--- config.mk ---
export PLATFORM = sky130hd
export DESIGN_NAME = pcr_mix_sequencer
export DESIGN_NICKNAME = d
export VERILOG_FILES = /design/src/rtl/pcr_seq_pkg.sv /design/src/rtl/dwell_counter.sv /design/src/rtl/pcr_mix_sequencer.sv
export SDC_FILE = /design/constraint.sdc
export NUM_CORES = 1
export LEC_CHECK = 0
export CAP_MARGIN = 20
export CORE_MARGIN = 1.5
export CORE_UTILIZATION = 40
export CTS_CLUSTER_SIZE = 14
export DETAILED_ROUTE_END_ITERATION = 8
export MAX_ROUTING_LAYER = met4
export SYNTH_ARGS = -nofsm -noshare
export SYNTH_HDL_FRONTEND = slang
export SYNTH_SLANG_ARGS = --single-unit
--- constraint.sdc ---
create_clock -name clk -period 5.7 [get_ports clk]
set_input_delay 0.57 -clock clk [delete_from_list [all_inputs] [get_ports clk]]
set_output_delay 0.57 -clock clk [all_outputs]
set_load 0.02 [all_outputs]
--- src/rtl/pcr_seq_pkg.sv ---
// Purpose: shared state encoding and default sizing for the PCR mix sequencer.
// Latency: n/a (types and constants only).
// Backpressure: n/a.
package pcr_seq_pkg;

    typedef enum logic [2:0] {
        ST_IDLE,
        ST_SELECT,
        ST_DOSE,
        ST_MIX,
        ST_FLUSH,
        ST_DONE
    } state_t;

    localparam int DEF_N_CH      = 6;
    localparam int DEF_DOSE_W    = 16;
    localparam int DEF_MIX_W     = 16;
    localparam int DEF_FLUSH_CYC = 64;

endpackage

--- src/rtl/dwell_counter.sv ---
// Purpose: down-counter timing one phase; load with a length, expire marks its last cycle.
// Latency: expire is high in the cycle after load when len=1, len cycles after load otherwise.
// Backpressure: none; load always wins and restarts the count.
//
// Ports:
//   clk, rst_n  clock and asynchronous active-low reset
//   load        restart the count with len (len must be >= 1)
//   len         phase length in cycles
//   expire      counter at zero: current cycle is the last one of the phase
module dwell_counter #(
    parameter int W = 16
) (
    input  logic         clk,
    input  logic         rst_n,
    input  logic         load,
    input  logic [W-1:0] len,
    output logic         expire
);

    logic [W-1:0] cnt;

    // Loading len-1 and stopping at zero means a full-scale len never wraps.
    always_ff @(posedge clk or negedge rst_n) begin
        if (!rst_n) begin
            cnt <= '0;
        end else if (load) begin
            cnt <= len - W'(1);
        end else if (cnt != '0) begin
            cnt <= cnt - W'(1);
        end
    end

    assign expire = (cnt == '0);

endmodule

--- src/rtl/pcr_mix_sequencer.sv ---
// Purpose: sequence reagent inlet doses, mixer dwells and a final output flush for a PCR mix chain.
// Latency: busy one cycle after an accepted start; outputs are registered and change on the clock edge.
// Backpressure: none; start is only honoured in IDLE, abort forces IDLE from any state.
//
// Ports:
//   clk, rst_n              clock and asynchronous active-low reset
//   start, abort            run request (IDLE only) and run abandon (any state, beats start)
//   ch_mask, mix_cycles     per-run channel enable and mixer dwell, latched at start
//   cfg_we/cfg_ch/cfg_dose  dose table write port; cfg_err pulses when a write is rejected
//   valve_open, mixer_en,   actuator drives, at most one asserted in any cycle
//   out_valve
//   cur_ch                  channel dosing or mixing, 0 otherwise
//   busy, done              run in progress; one-cycle completion pulse (never on abort)
module pcr_mix_sequencer
    import pcr_seq_pkg::*;
#(
    parameter int N_CH      = DEF_N_CH,
    parameter int DOSE_W    = DEF_DOSE_W,
    parameter int MIX_W     = DEF_MIX_W,
    parameter int FLUSH_CYC = DEF_FLUSH_CYC
) (
    input  logic                    clk,
    input  logic                    rst_n,
    input  logic                    start,
    input  logic                    abort,
    input  logic [N_CH-1:0]         ch_mask,
    input  logic [MIX_W-1:0]        mix_cycles,
    input  logic                    cfg_we,
    input  logic [$clog2(N_CH)-1:0] cfg_ch,
    input  logic [DOSE_W-1:0]       cfg_dose,
    output logic                    cfg_err,
    output logic [N_CH-1:0]         valve_open,
    output logic                    mixer_en,
    output logic                    out_valve,
    output logic [$clog2(N_CH)-1:0] cur_ch,
    output logic                    busy,
    output logic                    done
);

    localparam int CH_W  = $clog2(N_CH);
    localparam int PTR_W = $clog2(N_CH + 1);
    localparam int FL_W  = $clog2(FLUSH_CYC + 1);

    state_t            state;
    logic [N_CH-1:0]   mask_lat;
    logic [MIX_W-1:0]  mix_lat;
    logic [PTR_W-1:0]  ptr;
    logic [DOSE_W-1:0] dose_tab [N_CH];

    // Next eligible channel at or above ptr; lowest index wins.
    logic              found;
    logic [CH_W-1:0]   sel_idx;
    logic [PTR_W-1:0]  sel_next;
    logic [DOSE_W-1:0] sel_dose;

    always_comb begin
        found    = 1'b0;
        sel_idx  = '0;
        sel_next = '0;
        sel_dose = '0;
        for (int i = 0; i < N_CH; i++) begin
            if (!found && mask_lat[i] && (dose_tab[i] != '0) && (i >= int'(ptr))) begin
                found    = 1'b1;
                sel_idx  = CH_W'(i);
                sel_next = PTR_W'(i + 1);
                sel_dose = dose_tab[i];
            end
        end
    end

    logic dose_load, mix_load, flush_load;
    logic dose_exp, mix_exp, flush_exp;

    // Counters are loaded on the edge that enters their phase, so their
    // expire flag lines up with the last cycle the phase output is high.
    assign dose_load  = (state == ST_SELECT) && found;
    assign flush_load = (state == ST_SELECT) && !found;
    assign mix_load   = (state == ST_DOSE) && dose_exp && (mix_lat != '0);

    dwell_counter #(.W(DOSE_W)) u_dose_cnt (
        .clk    (clk),
        .rst_n  (rst_n),
        .load   (dose_load),
        .len    (sel_dose),
        .expire (dose_exp)
    );

    dwell_counter #(.W(MIX_W)) u_mix_cnt (
        .clk    (clk),
        .rst_n  (rst_n),
        .load   (mix_load),
        .len    (mix_lat),
        .expire (mix_exp)
    );

    dwell_counter #(.W(FL_W)) u_flush_cnt (
        .clk    (clk),
        .rst_n  (rst_n),
        .load   (flush_load),
        .len    (FL_W'(FLUSH_CYC)),
        .expire (flush_exp)
    );

    // Dose table: writable only while no run is using it.
    logic cfg_open, cfg_ok;
    assign cfg_open = (state == ST_IDLE) || (state == ST_DONE);
    assign cfg_ok   = cfg_we && cfg_open && (int'(cfg_ch) < N_CH);

    always_ff @(posedge clk or negedge rst_n) begin
        if (!rst_n) begin
            for (int i = 0; i < N_CH; i++) begin
                dose_tab[i] <= '0;
            end
            cfg_err <= 1'b0;
        end else begin
            cfg_err <= cfg_we && !cfg_ok;
            for (int i = 0; i < N_CH; i++) begin
                if (cfg_ok && (int'(cfg_ch) == i)) begin
                    dose_tab[i] <= cfg_dose;
                end
            end
        end
    end

    // Sequencer FSM. Pulse-style outputs default low each cycle and are
    // re-asserted only while their phase continues.
    always_ff @(posedge clk or negedge rst_n) begin
        if (!rst_n) begin
            state      <= ST_IDLE;
            mask_lat   <= '0;
            mix_lat    <= '0;
            ptr        <= '0;
            valve_open <= '0;
            mixer_en   <= 1'b0;
            out_valve  <= 1'b0;
            cur_ch     <= '0;
            busy       <= 1'b0;
            done       <= 1'b0;
        end else begin
            valve_open <= '0;
            mixer_en   <= 1'b0;
            out_valve  <= 1'b0;
            done       <= 1'b0;
            if (abort) begin
                state  <= ST_IDLE;
                busy   <= 1'b0;
                cur_ch <= '0;
            end else begin
                case (state)
                    ST_IDLE: begin
                        if (start) begin
                            mask_lat <= ch_mask;
                            mix_lat  <= mix_cycles;
                            ptr      <= '0;
                            busy     <= 1'b1;
                            state    <= ST_SELECT;
                        end
                    end
                    ST_SELECT: begin
                        if (found) begin
                            valve_open <= N_CH'(1) << sel_idx;
                            cur_ch     <= sel_idx;
                            ptr        <= sel_next;
                            state      <= ST_DOSE;
                        end else begin
                            out_valve <= 1'b1;
                            state     <= ST_FLUSH;
                        end
                    end
                    ST_DOSE: begin
                        if (dose_exp) begin
                            if (mix_lat != '0) begin
                                mixer_en <= 1'b1;
                                state    <= ST_MIX;
                            end else begin
                                cur_ch <= '0;
                                state  <= ST_SELECT;
                            end
                        end else begin
                            valve_open <= valve_open;
                        end
                    end
                    ST_MIX: begin
                        if (mix_exp) begin
                            cur_ch <= '0;
                            state  <= ST_SELECT;
                        end else begin
                            mixer_en <= 1'b1;
                        end
                    end
                    ST_FLUSH: begin
                        if (flush_exp) begin
                            busy  <= 1'b0;
                            done  <= 1'b1;
                            state <= ST_DONE;
                        end else begin
                            out_valve <= 1'b1;
                        end
                    end
                    ST_DONE: begin
                        state <= ST_IDLE;
                    end
                    default: begin
                        state <= ST_IDLE;
                    end
                endcase
            end
        end
    end

endmodule
==> impl_metrics.py <==
metrics = {
    "status": {
        "status": "completed",
    },
    "finish": {
        "layout-drive-gt1-share": 0.210,
        "stdcell_count": 1157,
        "register_area_mm2": 0.00443,
        "final_util": 0.478,
        "nNetsFinal": 914,
        "nFillCells": 2064,
        "multi_input_area_mm2": 0.00434,
        "area_growth_pct": 17.0,
        "antennaDiodeCount": 0,
    },
    "setup_path": {
        "worstPathMaxFanout": 11,
        "path_common_cell": "or4_4",
        "worst_path_max_delay_cell": "nor4_1",
        "required_ns": 6.03,
        "path_buf_inv": 0,
        "cp_top_family": "simple AND/OR/NAND/NOR gates",
        "endpoint_kind": "flip-flop",
        "cp.arrival_ns": 4.93,
        "crit_chain": "nor4_1 -> nand4_1 -> a22o_1 -> or4_1 -> a32o_2 -> a2111o_1 -> or4_4 -> or4_4 -> a2bb2oi_1",
        "cpPeakStageDelay_ns": 0.78,
        "worstSetupPathType": "reg -> reg",
        "start_kind": "flip-flop",
    },
    "routing": {
        "num_vias": 7048,
        "first_iter_violations": 537,
        "wl_per_cell_um": 22.4,
        "via_per_inst": 6.09,
        "routed_wl_um": 25900,
        "drtAntennaViolNets": 0,
        "drc": 0,
        "drt_first_pass_iters": 7,
    },
    "cts": {
        "cts_buffers": 17,
        "cts.sinks": 177,
        "cts_setup_buffers": 0,
        "cts_tree": "built",
        "clockBufferDepth": 2,
        "cts_resized": 0,
        "hold_buffers": 0,
        "cts.htree.levels": 4,
        "clock-root-buffer": "clkbuf_16",
        "clock_latency_ns": 0.44,
        "clkTransAtPathRegs_ns": 0.07,
    },
    "synthesis": {
        "synth_area_mm2": 0.00891,
        "syn-num-nets": 855,
        "synth_edf_count": 0,
        "yosysUniqueCellTypes": 70,
        "synth.most_common_cell": "dfrtp_1",
        "ys_warn_count": 0,
        "synth-main-ff-cell": "dfrtp_1",
        "ys_ff_latch": 177,
        "synth_area_per_cell_um2": 11.1,
        "synthTopCellsByArea": "dfrtp_1, mux2_2, nor2_1",
        "synth_top_area_frac": 0.497,
        "synth_top_area_cell": "dfrtp_1",
        "synthCells": 805,
        "synth_commonest_cells": "dfrtp_1, mux2_2, nor2_1",
        "async_flop_share": 1.00,
        "seq_area_frac_synth": 0.497,
    },
    "floorplan": {
        "num_rows": 54,
        "coreArea_mm2": 0.0218,
        "dieArea_mm2": 0.0232,
        "die_x_um": 152,
        "ios": 60,
        "die_h_um": 152,
        "start_util": 0.408,
    },
    "power": {
        "ir_worst_vdd_uv": 227,
        "leakage_nw": 4.27,
        "switching_share": 0.417,
        "switchingPower_w": 0.00254,
        "comb_power_share": 0.410,
        "pwr-share-seq": 0.401,
        "pwr-share-clk": 0.189,
        "p_int_w": 0.00355,
        "power_density_mw_per_mm2": 584,
    },
    "grt": {
        "grt_pass1_wl_um": 42000,
        "antenna_found_initial": 0,
        "overflow": 0,
        "track_usage": 0.238,
        "grt_pass1_vias": 7081,
        "grt_max_degree": 93,
    },
    "sta": {
        "finalCriticalPeriod_ns": 4.60,
        "setup_viol_count_final": 0,
        "tightest_slew_ns": 0.976,
        "relSlewSlack": 0.348,
        "post-route-period-util": 0.807,
        "setup_tns_ns": 0,
        "slew_violations": 0,
        "fin_worst_skew_ns": 0.0108,
        "rsz0062_at_grt": "no",
        "final_hold_viol_count": 0,
        "fmax_mhz": 217,
    },
    "worst_hold_path": {
        "hp-class": "in -> async",
    },
    "placement": {
        "gp_congestion": 0.959,
        "dp.cells": 1125,
        "io_buffers": 59,
        "dpl.hpwl_um": 18700,
    },
    "flow_run": {
        "max-cap-violations": 0,
    },
}
-- logic make-up after synthesis --
group	after synthesis	synth area share
AO/OA/AOI/OAI	163	0.134
XOR/XNOR	29	0.0285
adder cells (fa/ha/maj)	4	0.00562
buffers and inverters	41	0.0174
flip-flops	177	0.497
multiplexers	132	0.166
AND/OR/NAND/NOR	259	0.152
-- worst paths after layout --
check / startpoint / end / slack, ns / cells past startpoint
max: dose_tab[16] / u_dose_cnt.cnt[15] / 1.10 / 9
min: rst_n / u_mix_cnt.cnt[8] / 0.21 / 1
max reg2reg: dose_tab[16] / u_dose_cnt.cnt[15] / 1.10 / 9
min reg2reg: mask_lat[1] / mask_lat[1] / 0.51 / 1
max in group asynchronous: rst_n / u_mix_cnt.cnt[14] / 4.16 / 2
min in group clk: mask_lat[1] / mask_lat[1] / 0.51 / 1
-- through the flow --
stage	setup WS [ns]	total power (W)	hold slack, ns	area, µm²
final	1.10	0.00609	0.206	10400
after global placement	1.26	0.00486	0.493	9850
after CTS	1.18	0.00607	0.242	10400
after detailed placement	1.20	0.00490	0.497	9850
after global routing	0.865	0.00648	0.274	10400
after floorplan	1.35	0.00402	0.274	8910
-- power by group through the flow --
stage / registers [W] / logic (W) / clock network (W)
2_1_floorplan: 0.00222 / 0.00180 / 0
3_3_place_gp: 0.00243 / 0.00243 / 0
3_5_place_dp: 0.00245 / 0.00245 / 0
4_1_cts: 0.00243 / 0.00246 / 0.00118
5_1_grt: 0.00252 / 0.00273 / 0.00123
6_report: 0.00244 / 0.00250 / 0.00115
-- sequential cells by signal (all words and copies together), names as in the netlist --
signal           count
dose_tab            96
mix_lat             16
u_dose_cnt.cnt      16
u_mix_cnt.cnt       16
u_flush_cnt.cnt      7
mask_lat             6
valve_open           6
cur_ch               3
ptr                  3
state                3
busy                 1
cfg_err              1
done                 1
mixer_en             1
out_valve            1
-- layout make-up --
cell class / count / area share
clock buffer: 17 / 0.0408
sequential: 177 / 0.425
multi-input combinational: 587 / 0.416
inverter: 6 / 0.00216
timing repair buffer: 75 / 0.0683
tap: 280 / 0.0336
clock inverter: 15 / 0.0142
-- layout by cell type (no fill, tap or decap), types with 7 or more instances in the layout --
cell type          n
nand3_1           16
a221oi_1          14
clkbuf_16         17
or4_1             11
mux2i_1            7
mux2_2           121
clkdlybuf4s50_1   58
nor2_1            66
nor4_1            29
xnor2_1           22
o21ai_0           21
o22ai_1           15
and3_1            10
buf_4             16
xor2_1             7
nand2_1           52
dfrtp_1          177
a31oi_1           11
a21oi_1           28
nor3_1            22
nand4_1            8
-- per-layer routing --
metal,track usage,vias to the layer above,share of wire
met1,0.324,3600,0.46
li1,-,3194,-
met3,0.0418,40,0.049
met2,0.363,214,0.46
met5,-,-,0
met4,0.0712,0,0.024
Note: power is estimated with default switching activity, not from simulation.
